`config.mk`:
```
export PLATFORM = sky130hd
export DESIGN_NAME = ic_bram_cpu_bus_bridge
export DESIGN_NICKNAME = d
export VERILOG_FILES = /design/src/rtl/ic_bram_cpu_bus_bridge.sv
export SDC_FILE = /design/constraint.sdc
export NUM_CORES = 1
export LEC_CHECK = 0
export ABC_CLOCK_PERIOD_IN_PS = 5450
export CAP_MARGIN = 40
export CORE_ASPECT_RATIO = 0.9
export CORE_UTILIZATION = 42
export DETAILED_ROUTE_END_ITERATION = 8
export PLACE_DENSITY = 0.89
export SLEW_MARGIN = 10
export SYNTH_ARGS = -nofsm -noshare
export SYNTH_HDL_FRONTEND = slang
export SYNTH_SLANG_ARGS = --single-unit
```
`constraint.sdc`:
```
create_clock -name g_clk -period 5.45 [get_ports g_clk]
set_input_delay 1.09 -clock g_clk [delete_from_list [all_inputs] [get_ports g_clk]]
set_output_delay 1.09 -clock g_clk [all_outputs]
set_load 0.05 [all_outputs]
```
`src/rtl/ic_bram_cpu_bus_bridge.sv`:
```
// ic_bram_cpu_bus_bridge
// Lets a BRAM-style master (cen/addr/wdata/wstrb, stall/rdata) act as an
// initiator on the CPU request/response bus. One transaction is kept in flight.
// The master stays stalled until the bus response has been captured. A response
// that does not arrive before the timeout is reported as an error. The late
// response is then absorbed as an "orphan" before any new request is issued.
module ic_bram_cpu_bus_bridge #(
  parameter int TIMEOUT_CYCLES = 255,
  parameter int TW             = 16
) (
  input  logic        g_clk,
  input  logic        g_reset,
  input  logic        enable,
  input  logic        bram_cen,
  input  logic [31:0] bram_addr,
  input  logic [31:0] bram_wdata,
  input  logic [3:0]  bram_wstrb,
  output logic        bram_stall,
  output logic [31:0] bram_rdata,
  output logic        bram_error,
  output logic        mem_req,
  input  logic        mem_gnt,
  output logic        mem_wen,
  output logic [3:0]  mem_strb,
  output logic [31:0] mem_wdata,
  output logic [31:0] mem_addr,
  input  logic        mem_recv,
  output logic        mem_ack,
  input  logic        mem_error,
  input  logic [31:0] mem_rdata,
  output logic        busy
);

  typedef enum logic [1:0] {
    ST_IDLE = 2'd0,
    ST_REQ  = 2'd1,
    ST_RSP  = 2'd2,
    ST_ACC  = 2'd3
  } state_t;

  localparam logic [TW-1:0] TMO_LIMIT = TW'(TIMEOUT_CYCLES);
  localparam logic          TMO_EN    = (TIMEOUT_CYCLES != 0);

  state_t        state_r,  state_nxt_s;
  logic          orphan_r, orphan_nxt_s;
  logic [TW-1:0] cnt_r,    cnt_nxt_s;
  logic [31:0]   addr_r,   addr_nxt_s;
  logic [31:0]   wdata_r,  wdata_nxt_s;
  logic [3:0]    strb_r,   strb_nxt_s;
  logic          wen_r,    wen_nxt_s;
  logic [31:0]   rdata_r,  rdata_nxt_s;
  logic          error_r,  error_nxt_s;
  logic          req_r,    req_nxt_s;
  logic          ack_r,    ack_nxt_s;
  logic          stall_r,  stall_nxt_s;
  logic          busy_r,   busy_nxt_s;

  // Next-state, datapath capture, and the next values of the state-decoded outputs
  always_comb begin
    state_nxt_s  = state_r;
    orphan_nxt_s = orphan_r;
    cnt_nxt_s    = cnt_r;
    addr_nxt_s   = addr_r;
    wdata_nxt_s  = wdata_r;
    strb_nxt_s   = strb_r;
    wen_nxt_s    = wen_r;
    rdata_nxt_s  = rdata_r;
    error_nxt_s  = error_r;

    case (state_r)
      ST_IDLE: begin
        // A response that timed out still owes us one mem_recv; swallow it here
        if (orphan_r && mem_recv) begin
          orphan_nxt_s = 1'b0;
        end else begin
          orphan_nxt_s = orphan_r;
        end
        if (bram_cen && enable && !orphan_r) begin
          addr_nxt_s  = bram_addr;
          wdata_nxt_s = bram_wdata;
          strb_nxt_s  = bram_wstrb;
          wen_nxt_s   = |bram_wstrb;
          state_nxt_s = ST_REQ;
        end else begin
          state_nxt_s = ST_IDLE;
        end
      end
      ST_REQ: begin
        if (mem_gnt) begin
          cnt_nxt_s   = {TW{1'b0}};
          state_nxt_s = ST_RSP;
        end else begin
          state_nxt_s = ST_REQ;
        end
      end
      ST_RSP: begin
        if (mem_recv) begin
          rdata_nxt_s = mem_rdata;
          error_nxt_s = mem_error;
          state_nxt_s = ST_ACC;
        end else if (TMO_EN && (cnt_r == TMO_LIMIT)) begin
          // Give up: report an error and remember that the bus still owes a response
          rdata_nxt_s  = 32'h0000_0000;
          error_nxt_s  = 1'b1;
          orphan_nxt_s = 1'b1;
          state_nxt_s  = ST_ACC;
        end else begin
          cnt_nxt_s   = cnt_r + TW'(1);
          state_nxt_s = ST_RSP;
        end
      end
      ST_ACC: begin
        state_nxt_s = ST_IDLE;
      end
      default: begin
        state_nxt_s = ST_IDLE;
      end
    endcase

    req_nxt_s   = (state_nxt_s == ST_REQ);
    ack_nxt_s   = (state_nxt_s == ST_RSP) || ((state_nxt_s == ST_IDLE) && orphan_nxt_s);
    stall_nxt_s = (state_nxt_s != ST_ACC);
    busy_nxt_s  = (state_nxt_s != ST_IDLE) || orphan_nxt_s;
  end

  // State, request/capture registers and registered handshake outputs
  always_ff @(posedge g_clk or posedge g_reset) begin
    if (g_reset) begin
      state_r  <= ST_IDLE;
      orphan_r <= 1'b0;
      cnt_r    <= {TW{1'b0}};
      addr_r   <= 32'h0000_0000;
      wdata_r  <= 32'h0000_0000;
      strb_r   <= 4'b0000;
      wen_r    <= 1'b0;
      rdata_r  <= 32'h0000_0000;
      error_r  <= 1'b0;
      req_r    <= 1'b0;
      ack_r    <= 1'b0;
      stall_r  <= 1'b1;
      busy_r   <= 1'b0;
    end else begin
      state_r  <= state_nxt_s;
      orphan_r <= orphan_nxt_s;
      cnt_r    <= cnt_nxt_s;
      addr_r   <= addr_nxt_s;
      wdata_r  <= wdata_nxt_s;
      strb_r   <= strb_nxt_s;
      wen_r    <= wen_nxt_s;
      rdata_r  <= rdata_nxt_s;
      error_r  <= error_nxt_s;
      req_r    <= req_nxt_s;
      ack_r    <= ack_nxt_s;
      stall_r  <= stall_nxt_s;
      busy_r   <= busy_nxt_s;
    end
  end

  assign bram_stall = stall_r;
  assign bram_rdata = rdata_r;
  assign bram_error = error_r;
  assign mem_req    = req_r;
  assign mem_ack    = ack_r;
  assign mem_wen    = wen_r;
  assign mem_strb   = strb_r;
  assign mem_wdata  = wdata_r;
  assign mem_addr   = addr_r;
  assign busy       = busy_r;

endmodule
```
==> out/results.ini <==
[drt]
drtIter0Drc = 173
routed_via_density = 5.17
drc = 0
num_vias = 3825
dr.pass1.iters = 4
ant_nets = 0
post_drt_wl_per_cell_microns = 17.2
wirelength_mm = 12.7

[logic_synthesis]
seq_area_frac_synth_pct = 63.2
syn-num-nets = 462
ys.flop_type = dfrtp_1
synthCells = 354
synth_edf_count = 0
synth.distinct_cells = 43
synthArstFlopShare_pct = 100
ys_ff_latch = 125
synth_warnings = 0
synth_area_sq_um = 4950
avgSynthCellArea_sq_um = 14.0

[final_layout]
layout-area-overhead-vs-synth_pct = 57.7
multi_input_area_sq_um = 1710
antennaDiodeCount = 0
area.sequential_sq_um = 3130
fin_area_sq_um = 7810
final.fill_count = 852
final_nets = 679
drive_gt1_share_pct = 19.5

[placement]
place.gp.congestion = 0.820
dp_hpwl_mm = 8.95
io_buffers = 212
postPlaceCellArea_sq_um = 7220

[timing]
setup_viol = 0
finalHoldViolCount = 0
setup_tns_ns = 0
rsz0062_at_grt = no
post-route-period-util_pct = 51.3
relSlewSlack_pct = 42.5
tightestPinTransition_ns = 0.862
timing.fmax_ghz = 0.358
skew_ns = 0.00894
finalCriticalPeriod_ns = 2.79
slew_violations = 0

[critical_path]
crit_path_end_kind = primary output
crit_arrival_ns = 1.70
startpoint_type = register
cpLargestDelayFamily = buffers and inverters
crit_slowest_cell = clkdlybuf4s50_1
cp_max_fo = 1
cpPeakStageDelay_ns = 0.79
crit_type = reg -> out
cp.required_ns = 4.36
cp_cell_sequence = clkdlybuf4s50_1
reg2reg_slack_ns = 3.16
crit_path_start = bram_stall
r2r_end = bram_rdata[27]
cp_num_buf_inv = 1
reg2reg_from = cnt_r[12]
r2r_cells = 5

[worst_hold_path]
hold_end = mem_wen
holdCritPathClass = reg -> reg
min_from = mem_wen
whs_path_depth = 2

[clock_network]
cts_resized = 0
h-tree-depth = 4
insertion_delay_ns = 0.41
cts_sinks = 125
cts_tree = yes
cts_hold_buf = 0
root_buffer = clkbuf_16
cts_setup_buffers = 0
clk_pin_slew_ns = 0.05
numCtsBuffers = 17
cts_buffer_depth = 2

[global_route]
grt-ovfl-total = 0
grt_pass1_vias = 3984
antenna_found_initial = 0
grtUsageTotal_pct = 21.6
grt_max_degree = 71
grt_pass1_wl_mm = 20.0

[power]
ir_worst_vdd_mv = 0.534
leakagePower_nw = 3.30
power_density_nw_per_um2 = 716

[floorplan]
io_pins = 213
die_w_microns = 116
dieArea_sq_um = 12200
die_h_microns = 105
floorplan.initialDensity_pct = 43.1
fp.coreArea_sq_um = 11500
rows = 37

[flow_run]
cap_violations = 0

[run_status]
status = finished clean

-- cell type report --
class / count / share of cell area, %
multi-input combinational: 204 / 21.9
timing repair buffer: 217 / 27.6
tap: 156 / 2.50
clock inverter: 11 / 1.83
inverter: 6 / 0.320
sequential: 125 / 40.1
clock buffer: 21 / 5.77
-- stage by stage --
stage / setup WS (ns) / utilization, % / power [mW] / hold WS [ns] / instances
4_1_cts: 2.64 / 68.0 / 5.64 / 0.481 / 740
6_report: 2.66 / 68.0 / 5.59 / 0.487 / 740
3_5_place_dp: 2.39 / 62.9 / 4.48 / 0.469 / 708
2_1_floorplan: 1.03 / - / 3.45 / 0.479 / 354
5_1_grt: 2.63 / 68.0 / 5.81 / 0.512 / 740
3_3_place_gp: 2.44 / 62.9 / 4.41 / 0.466 / 708
-- cell usage in the layout (no fill, tap or decap), types with 2 or more instances in the layout --
master and count:
mux2i_1 3, dfrtp_1 124, nand3b_1 2, nor3_1 6, clkbuf_16 17, or4_1 3
bufinv_16 3, nor2_1 5, a31oi_1 3, or4_4 2, inv_1 5, o41ai_1 2
nand3_1 8, nand4_1 3, or3_1 2, clkinv_2 4, nor4_1 4, buf_4 5
clkinvlp_4 2, and4_1 2, clkinv_4 2, nand2b_1 2, clkbuf_1 3, nand2_1 12
a311oi_1 2, clkdlybuf4s50_1 212, o21ai_0 9, o31ai_1 2, mux2_2 68, a21oi_1 14
a22o_1 32
-- logic make-up (layout without fill, tap and decap cells) --
logic type                 Yosys count  after routing  share of synthesized area, %
and+or+nand+nor                     60             60                          7.40
adders and majority gates            1              1                         0.253
xor gates and xnor gates             1              1                         0.177
DFF                                125            125                          63.2
AOI/OAI and AO/OA                   71             71                          10.5
buffers and inverters               25            255                          2.37
muxes                               71             71                          16.1
-- state kept, by name, indices dropped and copies added (netlist names), 2 cells and up --
signal,count
mem_strb,4
state_r,2
cnt_r,16
mem_wdata,32
mem_addr,32
bram_rdata,32
-- synth_stat cells, types with 2 or more instances --
master,instances,share of area (%)
nand3_1,8,0.81
and4_1,2,0.35
or4_4,2,0.45
nor2_1,6,0.45
o41ai_1,2,0.35
nor3_1,6,0.61
or4_1,3,0.45
nor4_1,4,0.51
inv_1,6,0.45
a311oi_1,2,0.35
nand3b_1,2,0.30
a21oi_1,14,1.4
o31ai_1,2,0.30
nand2_1,12,0.91
a22o_1,32,5.7
o21ai_0,9,0.91
nand4_1,3,0.38
mux2i_1,3,0.61
buf_6,3,0.68
clkbuf_1,15,1.1
mux2_2,68,15
or3_1,3,0.38
dfrtp_1,124,63
nand2b_1,2,0.25
a31oi_1,3,0.38
-- worst max path at each step --
stage                            end  cells after the start
after detailed placement    cnt_r[9]                      5
after floorplan           bram_error                      1
after global placement      cnt_r[9]                      5
after global routing      bram_stall                      1
after CTS                 bram_stall                      1
final                     bram_stall                      1
-- worst min-delay path, stage by stage, from the launching register on --
cell and delay (ns):
dfrtp_1 0.34, nand2_1 0.05, o21ai_0 0.06
-- metal layers --
layer  share of wire (%)  wire length (microns)  vias up  track usage [%]
met5                   0                      0        -                0
met4                 2.0                    254        0             9.07
met3                 7.7                    984       29             7.25
met2                  51                   6520      179             35.5
met1                  39                   4970     1867             25.7
li1                    -                      -     1750                -
-- power by group --
part | internal (mW) | total [mW] | leakage [nW] | switching [mW]
combinational | 1.05 | 2.89 | 1.48 | 1.84
clock | 0.729 | 1.12 | 0.287 | 0.396
sequential | 1.34 | 1.57 | 1.53 | 0.237
Note: power is estimated with default switching activity, not from simulation.
==> RTL edit, RTL diff (config.mk and constraints unchanged) <==
Re-encode `state_t` (4 states) as one-hot, 4 bits wide.
--- a/src/rtl/ic_bram_cpu_bus_bridge.sv
+++ b/src/rtl/ic_bram_cpu_bus_bridge.sv
@@ -31,11 +31,11 @@
   output logic        busy
 );
 
-  typedef enum logic [1:0] {
-    ST_IDLE = 2'd0,
-    ST_REQ  = 2'd1,
-    ST_RSP  = 2'd2,
-    ST_ACC  = 2'd3
+  typedef enum logic [3:0] {
+    ST_IDLE = 4'b0001,
+    ST_REQ  = 4'b0010,
+    ST_RSP  = 4'b0100,
+    ST_ACC  = 4'b1000
   } state_t;
 
   localparam logic [TW-1:0] TMO_LIMIT = TW'(TIMEOUT_CYCLES);
Check against the original RTL: same outputs for any inputs over 10 cycles, from zero or initial values and one cycle with g_reset high; not proved beyond that.
==> RTL edit against the original RTL <==
  * Cell area up 2.7%
  * Synthesized area rose by 1.7%
  * Global-route usage fell by 0.15 points
  * Register-to-register slack worse by 0.29 ns
  * Count of clock-buffer cells in the layout is the same
  * Worst setup slack lost 0.27 ns
  * Wire length decreased by 1.5%
  * Sequential cell count increased by 2
  * Die area rose by 1.7%
  * Synthesized cell count fell by 0.56%
  * Critical path type is now primary input to flop
Power is not compared: it rests on default switching activity, and its combinational part moved more than twofold at a synthesized area within 25%.
==> RTL edit: results (changes against the original RTL) <==
* Final Wtd Congestion: 0.812 (was 0.820)
- H-tree lvl count: 4 (unchanged)
- The first-pass GRT wire length is 20,500 µm (was 20,000 µm).
- Skew-Pair Late Insertion Delay: 0.41 ns (about the same)
- Antenna violations before repair: 0 (unchanged)
- Via count of the first global-routing pass: 3,971 (was 3,984)
- Source of the critical timing path: enable (was bram_stall)
- Status: complete, no violations (unchanged)
- Detailed router's first-iteration violation count: 274 (was 173)
- The number of instances on the worst hold path was 1 (was 2).
- The iteration count of the initial detailed-routing pass came to 6 (was 4).
- Capturing point of the worst reg2reg path: mem_addr[6] (was bram_rdata[27])
- Leading cell types by total area after synthesis: sky130_fd_sc_hd__dfrtp_1, sky130_fd_sc_hd__mux2_2, sky130_fd_sc_hd__a22o_1 (unchanged)
* Setup skew after layout: 0.00667 ns (was 0.00894 ns)
* Hold Slack: 0.485 ns (was 0.487 ns)
- Synth cell count leaders: sky130_fd_sc_hd__dfrtp_1, sky130_fd_sc_hd__mux2_2, sky130_fd_sc_hd__a22o_1 (unchanged).
* End point of the most critical hold path: mem_strb[2] (was mem_wen)
- Register-to-register path setup slack: 2.87 ns (was 3.16 ns)
- Detailed Route WL: 12,500 µm (was 12,700 µm)
- Normalized max-slew margin: 42.8% (was 42.5%)
- The count of different cell masters after synthesis came to 46 (was 43).
* Data arrival time of the critical path: 3.36 ns (was 1.70 ns)
- Nets in the synthesized netlist: 460 (was 462)
- The critical-path maximum fanout was 69 (was 1).
- The minimum setup slack after placement was 1.97 ns (was 2.39 ns).
* Hold wc startpoint: mem_strb[2] (was mem_wen)
* Cell at the root of the clock tree: sky130_fd_sc_hd__clkbuf_16 (unchanged)
* Share of synthesized area occupied by flip-flops and latches: 63.1% (was 63.2%)
- Async set or reset register ratio after synthesis: 100% (unchanged)
* Worst flop-to-flop path startpoint: state_r[0] (was cnt_r[12])
- Maximum number of pins on one net before global-route repair: 70 (was 71)
- # nets final: 679 (unchanged)
- The via count was 3,815 (was 3,825).
* Worst Reg-to-Reg Cells: 5 (unchanged)
* Share of post-route cells with drive strength above 1: 18.2% (was 19.5%)
* GRT Overall Usage: 21.5% (was 21.6%)
* Estimated wirelength of the detail-placed design: 8910 µm (was 8950 µm)
[RTL edit: cells by family (layout without fill, tap and decap cells)]
family / Yosys count / count (layout) / synth area share [%]
XOR/XNOR: 1 / 1 / 0.174
AO/OA/AOI/OAI: 54 / 54 / 8.44
AND/OR/NAND/NOR: 71 / 71 / 8.79
adder cells (fa/ha/maj): 1 / 1 / 0.248
flip-flops: 127 / 127 / 63.1
buffers and inverters: 20 / 251 / 2.01
multiplexers: 78 / 78 / 17.2
[RTL edit: worst max-delay path: stages]
cell and delay, ns:
sky130_fd_sc_hd__clkdlybuf4s50_1 0.47, sky130_fd_sc_hd__nand2_1 0.07, sky130_fd_sc_hd__or3b_1 0.44, sky130_fd_sc_hd__nor3_4 0.12
sky130_fd_sc_hd__buf_4 0.67, sky130_fd_sc_hd__mux2_2 0.42
[RTL edit: layout make-up]
cell class                      instances  area (µm²)
Clock inverter                         10         231
Tap cell                              156         195
Clock buffer                           21         470
Fill cell                             808        3550
Timing Repair Buffer                  217        2170
Inverter                                3        13.8
Sequential cell                       127        3180
Multi-Input combinational cell        205        1770
[RTL edit: through the flow]
| step | cell area (µm²) | std cells |
|---|---|---|
| 2_1_floorplan | 5040 | 352 |
| 3_3_place_gp | 7310 | 707 |
| 3_5_place_dp | 7320 | 708 |
| 4_1_cts | 8020 | 739 |
| 5_1_grt | 8020 | 739 |
| 6_report | 8020 | 739 |
[RTL edit: worst max path at each step]
stage / cells past startpoint / to / slack, ns
4_1_cts: 6 / mem_addr[26] / 2.41
2_1_floorplan: 1 / bram_error / 0.98
3_5_place_dp: 6 / mem_addr[6] / 1.97
3_3_place_gp: 6 / mem_strb[3] / 2.06
6_report: 6 / mem_addr[6] / 2.39
5_1_grt: 6 / mem_addr[13] / 2.28
[RTL edit: routing by layer]
metal / GRT usage [%] / vias to the layer above / part of all wire (%)
met2: 36.9 / 164 / 51
li1: - / 1741 / -
met4: 8.24 / 0 / 1.7
met1: 25.2 / 1887 / 41
met5: 0 / - / 0
met3: 6.81 / 23 / 6.0
[RTL edit: report_power, final]
part           internal [W]  switching (W)  total (W)  leakage [nW]
sequential          0.00112      0.0000973    0.00122          1.57
combinational      0.000485       0.000803    0.00129          1.52
clock              0.000937       0.000400    0.00134         0.339
